===== src/rtl/mul_seq32.sv =====
// Sequential 32x32->64 multiplier (MULT/MULTU) that time-shares one carry-lookahead adder.
// Signed operands are converted to magnitudes, multiplied by shift-add, then the sign is applied.

module cla_adder32 (
    input  logic [31:0] a,
    input  logic [31:0] b,
    input  logic        cin,
    output logic [31:0] sum,
    output logic        cout
);
    logic [31:0] g, p, c;
    logic [7:0]  gg, gp;
    logic [8:0]  gc;

    always_comb begin
        g = a & b;
        p = a ^ b;
        gg = '0;
        gp = '1;
        for (int k = 0; k < 8; k++) begin
            for (int j = 0; j < 4; j++) begin
                gg[k] = g[4*k+j] | (p[4*k+j] & gg[k]);
                gp[k] = gp[k] & p[4*k+j];
            end
        end
        // Group carries resolve by lookahead; bits inside a nibble take their group carry-in.
        gc = '0;
        gc[0] = cin;
        for (int k = 0; k < 8; k++) begin
            gc[k+1] = gg[k] | (gp[k] & gc[k]);
        end
        c = '0;
        for (int k = 0; k < 8; k++) begin
            c[4*k] = gc[k];
            for (int j = 1; j < 4; j++) begin
                c[4*k+j] = g[4*k+j-1] | (p[4*k+j-1] & c[4*k+j-1]);
            end
        end
        sum  = p ^ c;
        cout = gc[8];
    end
endmodule

module mul_seq32 (
    input  logic        clk,
    input  logic        rst,
    input  logic        start,
    input  logic        is_signed,
    input  logic [31:0] a,
    input  logic [31:0] b,
    output logic        busy,
    output logic        done,
    output logic [31:0] prod_hi,
    output logic [31:0] prod_lo
);
    typedef enum logic [2:0] {
        StIdle, StFixA, StFixB, StRun, StFixLo, StFixHi, StDone
    } state_e;

    state_e      state;
    logic [31:0] mc, hi, lo;
    logic [4:0]  cnt, cnt_inc;
    logic        neg, cy, sgn;
    logic [31:0] add_a, add_b, add_s;
    logic        add_ci, add_co;
    logic        inc_c;

    cla_adder32 u_add (
        .a    (add_a),
        .b    (add_b),
        .cin  (add_ci),
        .sum  (add_s),
        .cout (add_co)
    );

    // Adder operand steering: negation is ~x + 1, pass-through is x + 0.
    always_comb begin
        add_a  = hi;
        add_b  = '0;
        add_ci = 1'b0;
        case (state)
            StFixA: begin
                add_a  = mc[31] ? ~mc : mc;
                add_ci = mc[31];
            end
            StFixB: begin
                add_a  = lo[31] ? ~lo : lo;
                add_ci = lo[31];
            end
            StRun: begin
                add_a = hi;
                add_b = lo[0] ? mc : '0;
            end
            StFixLo: begin
                add_a  = neg ? ~lo : lo;
                add_ci = neg;
            end
            StFixHi: begin
                add_a  = neg ? ~hi : hi;
                add_ci = neg & cy;
            end
            default: begin
                add_a  = hi;
                add_b  = '0;
                add_ci = 1'b0;
            end
        endcase
    end

    // Step counter increments without touching the shared adder.
    always_comb begin
        inc_c = 1'b1;
        cnt_inc = '0;
        for (int i = 0; i < 5; i++) begin
            cnt_inc[i] = cnt[i] ^ inc_c;
            inc_c      = inc_c & cnt[i];
        end
    end

    always_ff @(posedge clk) begin
        if (rst) begin
            state <= StIdle;
            mc    <= '0;
            hi    <= '0;
            lo    <= '0;
            cnt   <= '0;
            neg   <= 1'b0;
            cy    <= 1'b0;
            sgn   <= 1'b0;
            busy  <= 1'b0;
            done  <= 1'b0;
        end else begin
            done <= 1'b0;
            case (state)
                StIdle, StDone: begin
                    if (start) begin
                        mc    <= a;
                        lo    <= b;
                        hi    <= '0;
                        cnt   <= '0;
                        neg   <= is_signed & (a[31] ^ b[31]);
                        sgn   <= is_signed;
                        state <= is_signed ? StFixA : StRun;
                        busy  <= 1'b1;
                    end else begin
                        state <= StIdle;
                        busy  <= 1'b0;
                    end
                end
                StFixA: begin
                    mc    <= add_s;
                    state <= StFixB;
                end
                StFixB: begin
                    lo    <= add_s;
                    state <= StRun;
                end
                StRun: begin
                    hi  <= {add_co, add_s[31:1]};
                    lo  <= {add_s[0], lo[31:1]};
                    cnt <= cnt_inc;
                    if (cnt == 5'd31) begin
                        if (sgn) begin
                            state <= StFixLo;
                        end else begin
                            state <= StDone;
                            busy  <= 1'b0;
                            done  <= 1'b1;
                        end
                    end
                end
                StFixLo: begin
                    lo    <= add_s;
                    cy    <= add_co;
                    state <= StFixHi;
                end
                StFixHi: begin
                    hi    <= add_s;
                    state <= StDone;
                    busy  <= 1'b0;
                    done  <= 1'b1;
                end
                default: begin
                    state <= StIdle;
                    busy  <= 1'b0;
                end
            endcase
        end
    end

    assign prod_hi = hi;
    assign prod_lo = lo;
endmodule


===== config.mk =====
export PLATFORM = sky130hd
export DESIGN_NAME = mul_seq32
export DESIGN_NICKNAME = d
export VERILOG_FILES = /design/src/rtl/mul_seq32.sv
export SDC_FILE = /design/constraint.sdc
export NUM_CORES = 1
export LEC_CHECK = 0
export ABC_AREA = 1
export CORE_MARGIN = 3
export CORE_UTILIZATION = 47
export DETAILED_ROUTE_END_ITERATION = 10
export GPL_ROUTABILITY_DRIVEN = 0
export PLACE_DENSITY = 0.7
export SYNTH_ARGS = -nofsm -noshare
export SYNTH_HDL_FRONTEND = slang
export SYNTH_HIERARCHICAL = 1
export SYNTH_SLANG_ARGS = --single-unit

===== constraint.sdc =====
create_clock -name clk -period 5.49 [get_ports clk]
set_input_delay 0.8235 -clock clk [delete_from_list [all_inputs] [get_ports clk]]
set_output_delay 0.8235 -clock clk [all_outputs]
set_load 0.1 [all_outputs]

==> flow_metrics.env <==
export IMPL_synth_cell_types=30
export IMPL_fin_nets=1863
export IMPL_wl_per_cell_microns=16.39
export IMPL_grt_use_total_pct=29.07
export IMPL_dp_cells=1991
export IMPL_first_pass_iters=7
export IMPL_timing_rr_start="state[1]"
export IMPL_htreeDepth=3
export IMPL_critical_path_endpoint_type="flip-flop"
export IMPL_grt_max_degree=73
export IMPL_reg2reg_slack_ps=480
export IMPL_finClkSkew_ps=11.83
export IMPL_syn_cell_area_sq_um=9802
export IMPL_io_buffer_count=133
export IMPL_hp_start="cnt[0]"
export IMPL_critPathKind="reg -> reg"
export IMPL_crit_arrival_ps=5310
export IMPL_fin_setup_tns_ps=0
export IMPL_ys_warnings_count=6
export IMPL_min_period_ps=5007
export IMPL_rows=52
export IMPL_routed_wirelength_microns=32950
export IMPL_fp_dieArea_sq_um=22620
export IMPL_die_x_microns=150.4
export IMPL_final_cell_area_sq_um=11630
export IMPL_tightestPinTransition_ps=984.0
export IMPL_max_freq_ghz=0.1997
export IMPL_cts_made_buffers=9
export IMPL_startpoint_type="flip-flop"
export IMPL_hold_depth=1
export IMPL_cpMostUsedCell="nand2_2"
export IMPL_rsz0062_at_grt="no"
export IMPL_synth_fp_nets=1796
export IMPL_fillCellCount=2056
export IMPL_drc_errors=0
export IMPL_start_util_pct=48.13
export IMPL_status="finished clean"
export IMPL_clock_sinks=109
export IMPL_leakage_nw=5.272
export IMPL_min_to="cnt[0]"
export IMPL_drv_cap=0
export IMPL_root_buffer="clkbuf_16"
export IMPL_grt_pass1_wl_microns=52430
export IMPL_syn_avg_cell_area_sq_um=5.876
export IMPL_final_common_cell="nand2_1"
export IMPL_setup_violations=0
export IMPL_synth_yosys_seq_area_share_pct=22.26
export IMPL_n_antenna_cell=0
export IMPL_crit_slowest_cell="nor2_4"
export IMPL_coreArea_sq_um=20360
export IMPL_grt_pass1_vias=10090
export IMPL_area_delta_synth_final_pct=18.65
export IMPL_first_iter_violations=888
export IMPL_min_path_type="reg -> reg"
export IMPL_period_share_pct=91.21
export IMPL_die_y_microns=150.4
export IMPL_relSlewSlack_pct=34.20
export IMPL_cts_tree="done"
export IMPL_dr_total_vias=10950
export IMPL_critical_path_max_stage_delay_ps=540
export IMPL_synth_seq_cells=109
export IMPL_ir_worst_vdd_mv=0.2774
export IMPL_drive_gt1_share_pct=7.184
export IMPL_final_max_slew_viol_count=0
export IMPL_crit_fanout=20
export IMPL_cts_clk_slew_worst_paths_ps=80
export IMPL_syn_instance_count=1668
export IMPL_hold_viol_final=0
export IMPL_reg2reg_to="mc[31]"
export IMPL_p_per_area_nw_per_um2=536.9
export IMPL_io_pins=134
export IMPL_ant_nets=0
export IMPL_place_area_sq_um=11300
export IMPL_required_ps=5790
export IMPL_fin_hold_ws_ps=468.9
export IMPL_antenna_found_initial=0
export IMPL_clk_latency_ps=370
export IMPL_avgViaCountPerCell=5.446
export IMPL_mostFrequentLayoutCells="nand2_1, nor2_1, nand3_1"
export IMPL_overflow=0
export IMPL_clk_path_buf_depth=2
export IMPL_finalNonFillerCells=2010
export IMPL_r2r_worst_path_cells=32
export IMPL_dp_hpwl_microns=21440
-- how the worst max path moves through the flow --
stage	end	startpoint
floorplan	mc[31]	prod_lo[31]
global placement	mc[31]	state[2]
detailed placement	mc[31]	state[0]
CTS	mc[31]	state[0]
global route	mc[31]	state[1]
finish	mc[31]	state[1]
-- power breakdown --
group	internal, mW	total (mW)	switching [mW]
sequential	1.01	1.31	0.303
combinational	1.22	4.25	3.03
clock	0.320	0.678	0.359
-- cell families after synthesis --
family,after synthesis,synth area share [%]
compound gates,256,13.33
xor+xnor,46,4.110
fa+ha+maj,60,9.497
buf+inv,297,11.81
flops,109,22.26
simple gates,900,39.00
-- routing by layer --
metal  part of all wire (%)  wire length (microns)  global-route usage, %
met3                    8.4                   2779                  3.943
met5                      0                      0                      0
met1                     43                  14270                  38.95
met2                     46                  15010                  48.08
met4                    2.7                    895                  10.16
-- timing repair --
action | in CTS | in global routing
endpoints found under the setup margin | 0 | 8
hold buffers | 0 | 0
gates resized for setup | 0 | 4
buffers inserted | 0 | 3
-- metrics by stage --
stage                     total power, mW  setup WS, ps  util (%)
after detailed placement            5.486         370.3     55.50
final                               6.244         482.8     57.11
after CTS                           6.179         312.4     56.94
after floorplan                     4.386         531.5         -
after global placement              5.450         493.3     55.50
after global routing                6.698         44.57     57.11
-- synthesized netlist by cell type --
cell,number,area share [%]
buf_4,1,0.077
ha_1,36,4.6
nor2_1,263,10
xnor2_1,31,2.8
a21oi_2,1,0.089
nand2_4,1,0.11
inv_2,8,0.31
buf_1,15,0.57
nand3b_1,1,0.077
o21a_2,3,0.27
nor2_2,3,0.19
nand3_1,231,12
buf_2,31,1.6
o21a_1,2,0.15
nand2_1,352,13
inv_1,175,6.7
o211ai_1,1,0.077
nand3_2,2,0.20
o21ai_0,71,3.6
or2_2,30,1.9
nand2_2,12,0.77
o21ai_1,56,2.9
o21bai_1,1,0.077
fa_1,24,4.9
dfxtp_1,109,22
and3_1,4,0.26
a21oi_1,121,6.2
clkbuf_1,67,2.6
nand4_2,1,0.13
xor2_1,15,1.3
-- sequential cells by signal (all words and copies together) (netlist names), 3 cells and up --
| register | count |
|---|---|
| cnt | 5 |
| mc | 32 |
| prod_hi | 32 |
| prod_lo | 32 |
| state | 3 |
-- critical path, delay by kind of cell (launching register included) --
| kind | cells | cell delay [ps] |
|---|---|---|
| AO/OA/AOI/OAI | 2 | 300 |
| flip-flops | 1 | 340 |
| XOR/XNOR | 1 | 230 |
| adder cells (fa/ha/maj) | 4 | 1470 |
| buffers and inverters | 2 | 180 |
| AND/OR/NAND/NOR | 23 | 2390 |
-- layout make-up --
type	count	area (sq um)	area share [%]
Inverter	183	689.4	5.928
Multi-Input combinational cell	1262	6518	56.04
Timing Repair Buffer	170	1604	13.79
Clock buffer	9	225.2	1.937
Clock inverter	7	68.82	0.5917
Sequential cell	109	2187	18.81
Tap cell	270	337.8	2.905
Power figures use the tool's default switching activity.
